### config.mk
export PLATFORM = sky130hd
export DESIGN_NAME = wb_arbiter
export DESIGN_NICKNAME = d
export VERILOG_FILES = /design/src/rtl/wb_arbiter.sv
export SDC_FILE = /design/constraint.sdc
export NUM_CORES = 1
export LEC_CHECK = 0
export BUFFER_PORTS_ARGS = -buffer_cell sky130_fd_sc_hd__buf_2
export CAP_MARGIN = 0
export CORE_MARGIN = 1
export CORE_UTILIZATION = 38
export CTS_BUF_LIST = sky130_fd_sc_hd__clkbuf_4 sky130_fd_sc_hd__clkbuf_8
export CTS_CLUSTER_DIAMETER = 60
export DETAILED_ROUTE_END_ITERATION = 12
export MAX_ROUTING_LAYER = met4
export PLACE_DENSITY = 0.84
export SYNTH_ARGS = -nofsm -noshare
export SYNTH_HDL_FRONTEND = slang
export SYNTH_SLANG_ARGS = --single-unit
export TNS_END_PERCENT = 1
### constraint.sdc
create_clock -name clk -period 1.45 [get_ports clk]
set_input_delay 0.29 -clock clk [delete_from_list [all_inputs] [get_ports clk]]
set_output_delay 0.29 -clock clk [all_outputs]
set_load 0.02 [all_outputs]
### src/rtl/wb_arbiter.sv
// Two-source register-file writeback arbiter with starvation guard for the long-latency port.
// Optional pending-write scoreboard enabled by defining WB_SCOREBOARD_EN.
module wb_arbiter #(
  parameter int STARVE_LIMIT = 4
) (
  input  logic        clk,
  input  logic        rst,
  input  logic        a_valid,
  input  logic [5:0]  a_addr,
  input  logic [31:0] a_data,
  output logic        a_ready,
  input  logic        b_valid,
  input  logic [5:0]  b_addr,
  input  logic [31:0] b_data,
  output logic        b_ready,
  input  logic        iss_valid,
  input  logic [5:0]  iss_addr,
  output logic        iss_ready,
  input  logic [5:0]  rs1_addr,
  input  logic [5:0]  rs2_addr,
  output logic        rs1_busy,
  output logic        rs2_busy,
  output logic        wb_en,
  output logic [5:0]  wb_addr,
  output logic [31:0] write_data
);

  // Handshake: a transfer happens on a rising edge where valid and ready are both high.
  // Ready is a function of the valids, the arbitration state and rst only, never of data.

  typedef enum logic {PRIO_A = 1'b0, PRIO_B = 1'b1} arb_state_t;

  localparam logic [3:0] LIMIT_M1 = 4'(STARVE_LIMIT - 1);

  arb_state_t  state, state_nxt;
  logic [3:0]  wait_cnt, wait_nxt;
  logic        b_lose;
  logic        acc;
  logic [5:0]  acc_addr;
  logic [31:0] acc_data;

  // Register 0 and the upper half of the address space are not backed by storage.
  function automatic logic addr_legal(input logic [5:0] addr);
    return (addr != 6'd0) && !addr[5];
  endfunction

  always_comb begin
    a_ready = 1'b0;
    b_ready = 1'b0;
    if (!rst) begin
      if (state == PRIO_A) begin
        a_ready = a_valid;
        b_ready = b_valid && !a_valid;
      end else begin
        b_ready = b_valid;
        a_ready = a_valid && !b_valid;
      end
    end
  end

  assign b_lose = b_valid && !b_ready;

  always_comb begin
    state_nxt = state;
    wait_nxt  = b_lose ? wait_cnt + 4'd1 : 4'd0;
    case (state)
      PRIO_A: if (b_lose && (wait_cnt == LIMIT_M1)) state_nxt = PRIO_B;
      PRIO_B: if (b_ready) state_nxt = PRIO_A;
      default: state_nxt = PRIO_A;
    endcase
  end

  always_ff @(posedge clk) begin
    if (rst) begin
      state    <= PRIO_A;
      wait_cnt <= 4'd0;
    end else begin
      state    <= state_nxt;
      wait_cnt <= wait_nxt;
    end
  end

  assign acc      = a_ready || b_ready;
  assign acc_addr = b_ready ? b_addr : a_addr;
  assign acc_data = b_ready ? b_data : a_data;

  always_ff @(posedge clk) begin
    if (rst) begin
      wb_en      <= 1'b0;
      wb_addr    <= 6'd0;
      write_data <= 32'd0;
    end else begin
      wb_en <= acc && addr_legal(acc_addr);
      if (acc) begin
        wb_addr    <= acc_addr;
        write_data <= acc_data;
      end
    end
  end

`ifdef WB_SCOREBOARD_EN
  logic [31:1] sb;
  logic [31:0] iss_dec, clr_dec, rs1_dec, rs2_dec;
  logic        iss_fire;

  function automatic logic [31:0] addr_dec(input logic [5:0] addr);
    return addr_legal(addr) ? (32'd1 << addr[4:0]) : 32'd0;
  endfunction

  assign iss_dec = addr_dec(iss_addr);
  assign clr_dec = b_ready ? addr_dec(b_addr) : 32'd0;
  assign rs1_dec = addr_dec(rs1_addr);
  assign rs2_dec = addr_dec(rs2_addr);

  assign iss_ready = !rst && ((iss_dec[31:1] & sb) == 31'd0);
  assign iss_fire  = iss_valid && iss_ready;
  assign rs1_busy  = |(rs1_dec[31:1] & sb);
  assign rs2_busy  = |(rs2_dec[31:1] & sb);

  // Set is applied after clear so a same-cycle issue to the retiring register keeps it pending.
  always_ff @(posedge clk) begin
    if (rst) begin
      sb <= 31'd0;
    end else begin
      sb <= (sb & ~clr_dec[31:1]) | (iss_fire ? iss_dec[31:1] : 31'd0);
    end
  end
`else
  assign iss_ready = !rst;
  assign rs1_busy  = 1'b0;
  assign rs2_busy  = 1'b0;
`endif

endmodule

After elaboration in Yosys (flattened, before gate mapping) --
Cells that the tools add are included.
Word-level totals: register bits 44, bits in latches 0, memory bits (writable) 0, bits in read-only memories 0, bits of input ports 99, output and inout bits 44, logic and storage cells 32, memories kept 0
Cells by class: add/sub/neg operators 1, multiply operators 0, div/mod/pow operators 0, order comparisons 0, equality and inequality tests 1, shift-type cells 0, muxes and demuxes 9, bitwise operators 2, reduce and logical (&&, ||, !) cells 14
Operators with widths (number):
- 32-bit 2-to-1 mux | 1
- 1-bit logical AND | 6
- 1-bit 2-to-1 mux | 6
- 6-bit 2-to-1 mux | 1
- 6-bit nonzero test | 1
- 1-bit zero test | 5
- 4-bit by 1-bit adder with 4-bit output (second input constant) | 1
- 4-bit by 2-bit equality test with 1-bit output (second input constant) | 1
- 1-bit NOT | 2
- 1-bit case mux with 2 select lines | 1
- 2-bit OR reduction | 1
- 1-bit logical OR | 1

Longest topological paths before layout --
word-level depth 9, gate-level depth with buffers 8

Worst setup path after synthesis --
Ideal clock, no wire load.
path type input port to flip-flop, from input port rst, to register wb_en, data arrival time 1.274 ns, path slack 0.054 ns, stages 6, path buffers 1, path through buf_2 -> inv_2 -> nand3_2 -> inv_2 -> or4_1 -> o311a_1
Between the ends: longest elaborated chain between the ends 5, elaborated cells on any way between the ends 8, those cells by class 3 x mux; 5 x reduce/logical
Ends and longest elaborated chain:
- start: declaration | RTL line 7 | input logic rst,
- 1-bit 2-to-1 mux | RTL line 50 | if (!rst) begin
- 6-bit 2-to-1 mux | RTL line 84 | assign acc_addr = b_ready ? b_addr : a_addr;
- 6-bit nonzero test or 1-bit zero test (tied branches) | RTL line 44 | return (addr != 6'd0) && !addr[5];
- 1-bit logical AND | RTL line 44
- 1-bit logical AND | RTL line 93 | wb_en <= acc && addr_legal(acc_addr);
- end signal: assignment | RTL line 93
- end: declaration | RTL line 23 | output logic wb_en,
Parallel ways exist; a longest one is shown, timed or not. A chain may end at the register's enable or synchronous reset.

Worst setup path after layout --
from register state, to output port a_ready
Between the ends: longest elaborated chain between the ends 2
Ends and longest elaborated chain:
- start: declaration | RTL line 35 | arb_state_t state, state_nxt;
- start signal: assignment | RTL line 78 | state <= state_nxt;
- 1-bit 2-to-1 mux | RTL line 51 | if (state == PRIO_A) begin
- 1-bit 2-to-1 mux | RTL line 50
- end: declaration | RTL line 11 | output logic a_ready,
No other way between the ends.

==> flow_metrics.py <==
metrics = {
    "run_status": {
        "status": "complete, no violations",
    },
    "setup_path": {
        "required_ps": 1160,
        "arrival_ps": 1150,
        "critPathLaunch": "state",
        "start_kind": "flop",
        "path_cells": "buf_4 -> nand2_2 -> and3_4 -> buf_4",
        "slowest_delay_ps": 320,
        "r2r_cells": 5,
        "cp_slowest_cell": "dfxtp_2",
        "r2r_slack_ps": 70,
        "crit_type": "reg -> out",
        "cp_common_cell": "buf_4",
        "endpoint_kind": "primary output",
        "timing.rr.start": "state",
        "r2r-end": "wb_en",
        "cp_max_fo": 4,
    },
    "timing": {
        "tns_ps": 0,
        "max_freq_ghz": 0.696,
        "period_share_pct": 99.1,
        "finClkSkew_ps": 9.86,
        "hold_ws_ps": 251,
        "setup_slack_ps": 13.5,
        "setup_violations": 0,
        "drv_slew": 0,
        "fin_crit_ps": 1440,
        "final-hold-violation-count": 0,
    },
    "clock_network": {
        "tritoncts": "built",
        "cts_buffers": 5,
        "clock_path_buffers": 2,
        "clk_latency_ps": 290,
        "h-tree-depth": 2,
        "cts_sinks": 44,
        "cts.clk_slew.worst_paths_ps": 90,
        "root_buffer": "clkbuf_8",
        "ctsHoldBuffers": 0,
    },
    "synthesis": {
        "synthTopCellsByArea": "dfxtp_1, a311oi_1, nand2_1",
        "avgSynthCellArea_um2": 7.85,
        "yosysWarnings": 0,
        "seq_area_frac_synth_pct": 45.2,
        "synth_top_area_cell": "dfxtp_1",
        "synth_cell_type_count": 25,
        "ys_seq_elements": 44,
        "syn_area_um2": 1950,
        "synth_top_area_share_pct": 45.2,
        "syn_inst": 248,
    },
    "route": {
        "drcViolationCount": 0,
        "post_drt_wl_per_cell_um": 12.5,
        "post_drt_via_cell_ratio": 4.98,
        "drt_iter0_drc": 67,
        "antenna_left": 0,
        "wirelength_um": 5430,
        "drt-pass1-iter-count": 6,
        "vias": 2160,
    },
    "place": {
        "placed_cell_area_um2": 2620,
        "dpl_worst_slack_ps": -62.3,
        "dpl.cell_count": 425,
        "hpwlAfterDp_um": 3860,
        "portBuffers": 121,
        "gp_congestion": 0.732,
    },
    "grt": {
        "antenna_found_initial": 0,
        "grt_overflow": 0,
        "grt.total_usage_pct": 20.8,
        "grt_pass1_wl_um": 8430,
        "grt_start_max_net_pins": 38,
        "grt_pass1_vias": 1957,
    },
    "power_and_ir_drop": {
        "p_sw_share_pct": 28.2,
        "p_leak_nw": 1.35,
        "p_comb_share_pct": 22.1,
        "power_frac_clock_pct": 29.4,
        "peakVddDrop_mv": 0.611,
        "design_power_total_mw": 2.75,
        "power_density_nw_per_um2": 987,
        "p_seq_share_pct": 48.5,
        "p_int_mw": 1.98,
        "switchingPower_mw": 0.777,
    },
    "floorplan": {
        "io_pins": 143,
        "die_area_um2": 5410,
        "start_util_pct": 40.4,
        "rows": 25,
        "chipHeight_um": 73.6,
        "core-area_um2": 4820,
        "die_w_um": 73.6,
    },
    "final_layout": {
        "final_cell_area_um2": 2790,
        "finalCoreUtilization_pct": 57.9,
        "antennaDiodeCount": 0,
        "layout.cells.non_filler": 434,
        "fill_cells": 464,
        "drive_above_1_share_pct": 41.1,
        "nNetsFinal": 466,
        "synthToLayoutAreaGrowth_pct": 43.3,
    },
    "hold_path": {
        "hold_path_class": "in -> reg",
        "min_to": "write_data[20]",
        "hold_depth": 3,
        "hp-start": "b_data[20]",
    },
    "run": {
        "maxCapViolations": 0,
    },
}
## area by class of cell
type | count | area [um^2] | share of cell area (%)
clock buffers | 8 | 97.6 | 3.50
inverters | 3 | 13.8 | 0.493
multi-input cells | 179 | 968 | 34.7
flip-flops and latches | 44 | 882 | 31.6
well taps | 67 | 83.8 | 3.00
repair buffers | 133 | 744 | 26.7
## flip-flops by register name, indices dropped and copies added (netlist names)
name / cells
wb_addr: 6
wb_en: 1
wait_cnt: 4
state: 1
write_data: 32
## synth_stat cells, drive strengths merged
library cell   n
nand4b         1
a311oi        37
nand3          4
or4            1
nor3           2
xor2           1
o311a          1
nor2          45
inv            3
and3           1
nand2b         2
nor4b          1
xnor2          1
a21oi          2
nand2         75
buf           18
dfxtp         44
conb           1
clkbuf         5
nand3b         2
ha             1
## what timing repair did
action | in CTS | in global routing
setup buffers | 1 | 0
endpoints found under the setup margin | 13 | 7
gates resized for setup | 7 | 8
cloned | 0 | 0
pin swaps | 1 | 0
## cells in the final DEF (no fill, tap or decap), types with 3 or more instances in the layout
cell	instances
buf_4	8
buf_6	3
nor2_1	44
dfxtp_1	43
nand3_1	3
nand2_1	74
a311oi_1	35
buf_2	119
clkbuf_8	6
## power by group through the flow
stage | clock network [mW] | logic (mW) | registers (mW)
5_1_grt | 0.895 | 0.666 | 1.35
6_report | 0.810 | 0.608 | 1.33
3_3_place_gp | 0 | 0.580 | 1.36
2_1_floorplan | 0 | 0.236 | 1.47
4_1_cts | 0.832 | 0.603 | 1.34
3_5_place_dp | 0 | 0.592 | 1.36
## critical path, delay by kind of cell, from the launching register on
kind	cells	cell delay (ps)
flip-flops	1	320
buffers and inverters	2	270
AND/OR/NAND/NOR	2	270
## how the worst max path moves through the flow
stage	cells past startpoint	endpoint
floorplan	6	wb_en
global placement	6	wb_en
detailed placement	6	write_data[6]
CTS	5	b_ready
global route	4	a_ready
finish	4	a_ready
## metal layers
metal / part of all wire [%] / track usage [%]
met4: 1.5 / 8.55
met5: 0 / -
met1: 42 / 21.9
met2: 50 / 37.3
met3: 6.7 / 4.53
## cell families after synthesis
kind of cell / Yosys count / share of synthesized area [%]
compound gates: 40 / 17.7
xor+xnor: 2 / 0.900
fa+ha+maj: 1 / 0.643
buf+inv: 26 / 7.39
flops: 44 / 45.2
other cells: 1 / 0.193
simple gates: 134 / 28.0
(Power assumes the default switching activity.)
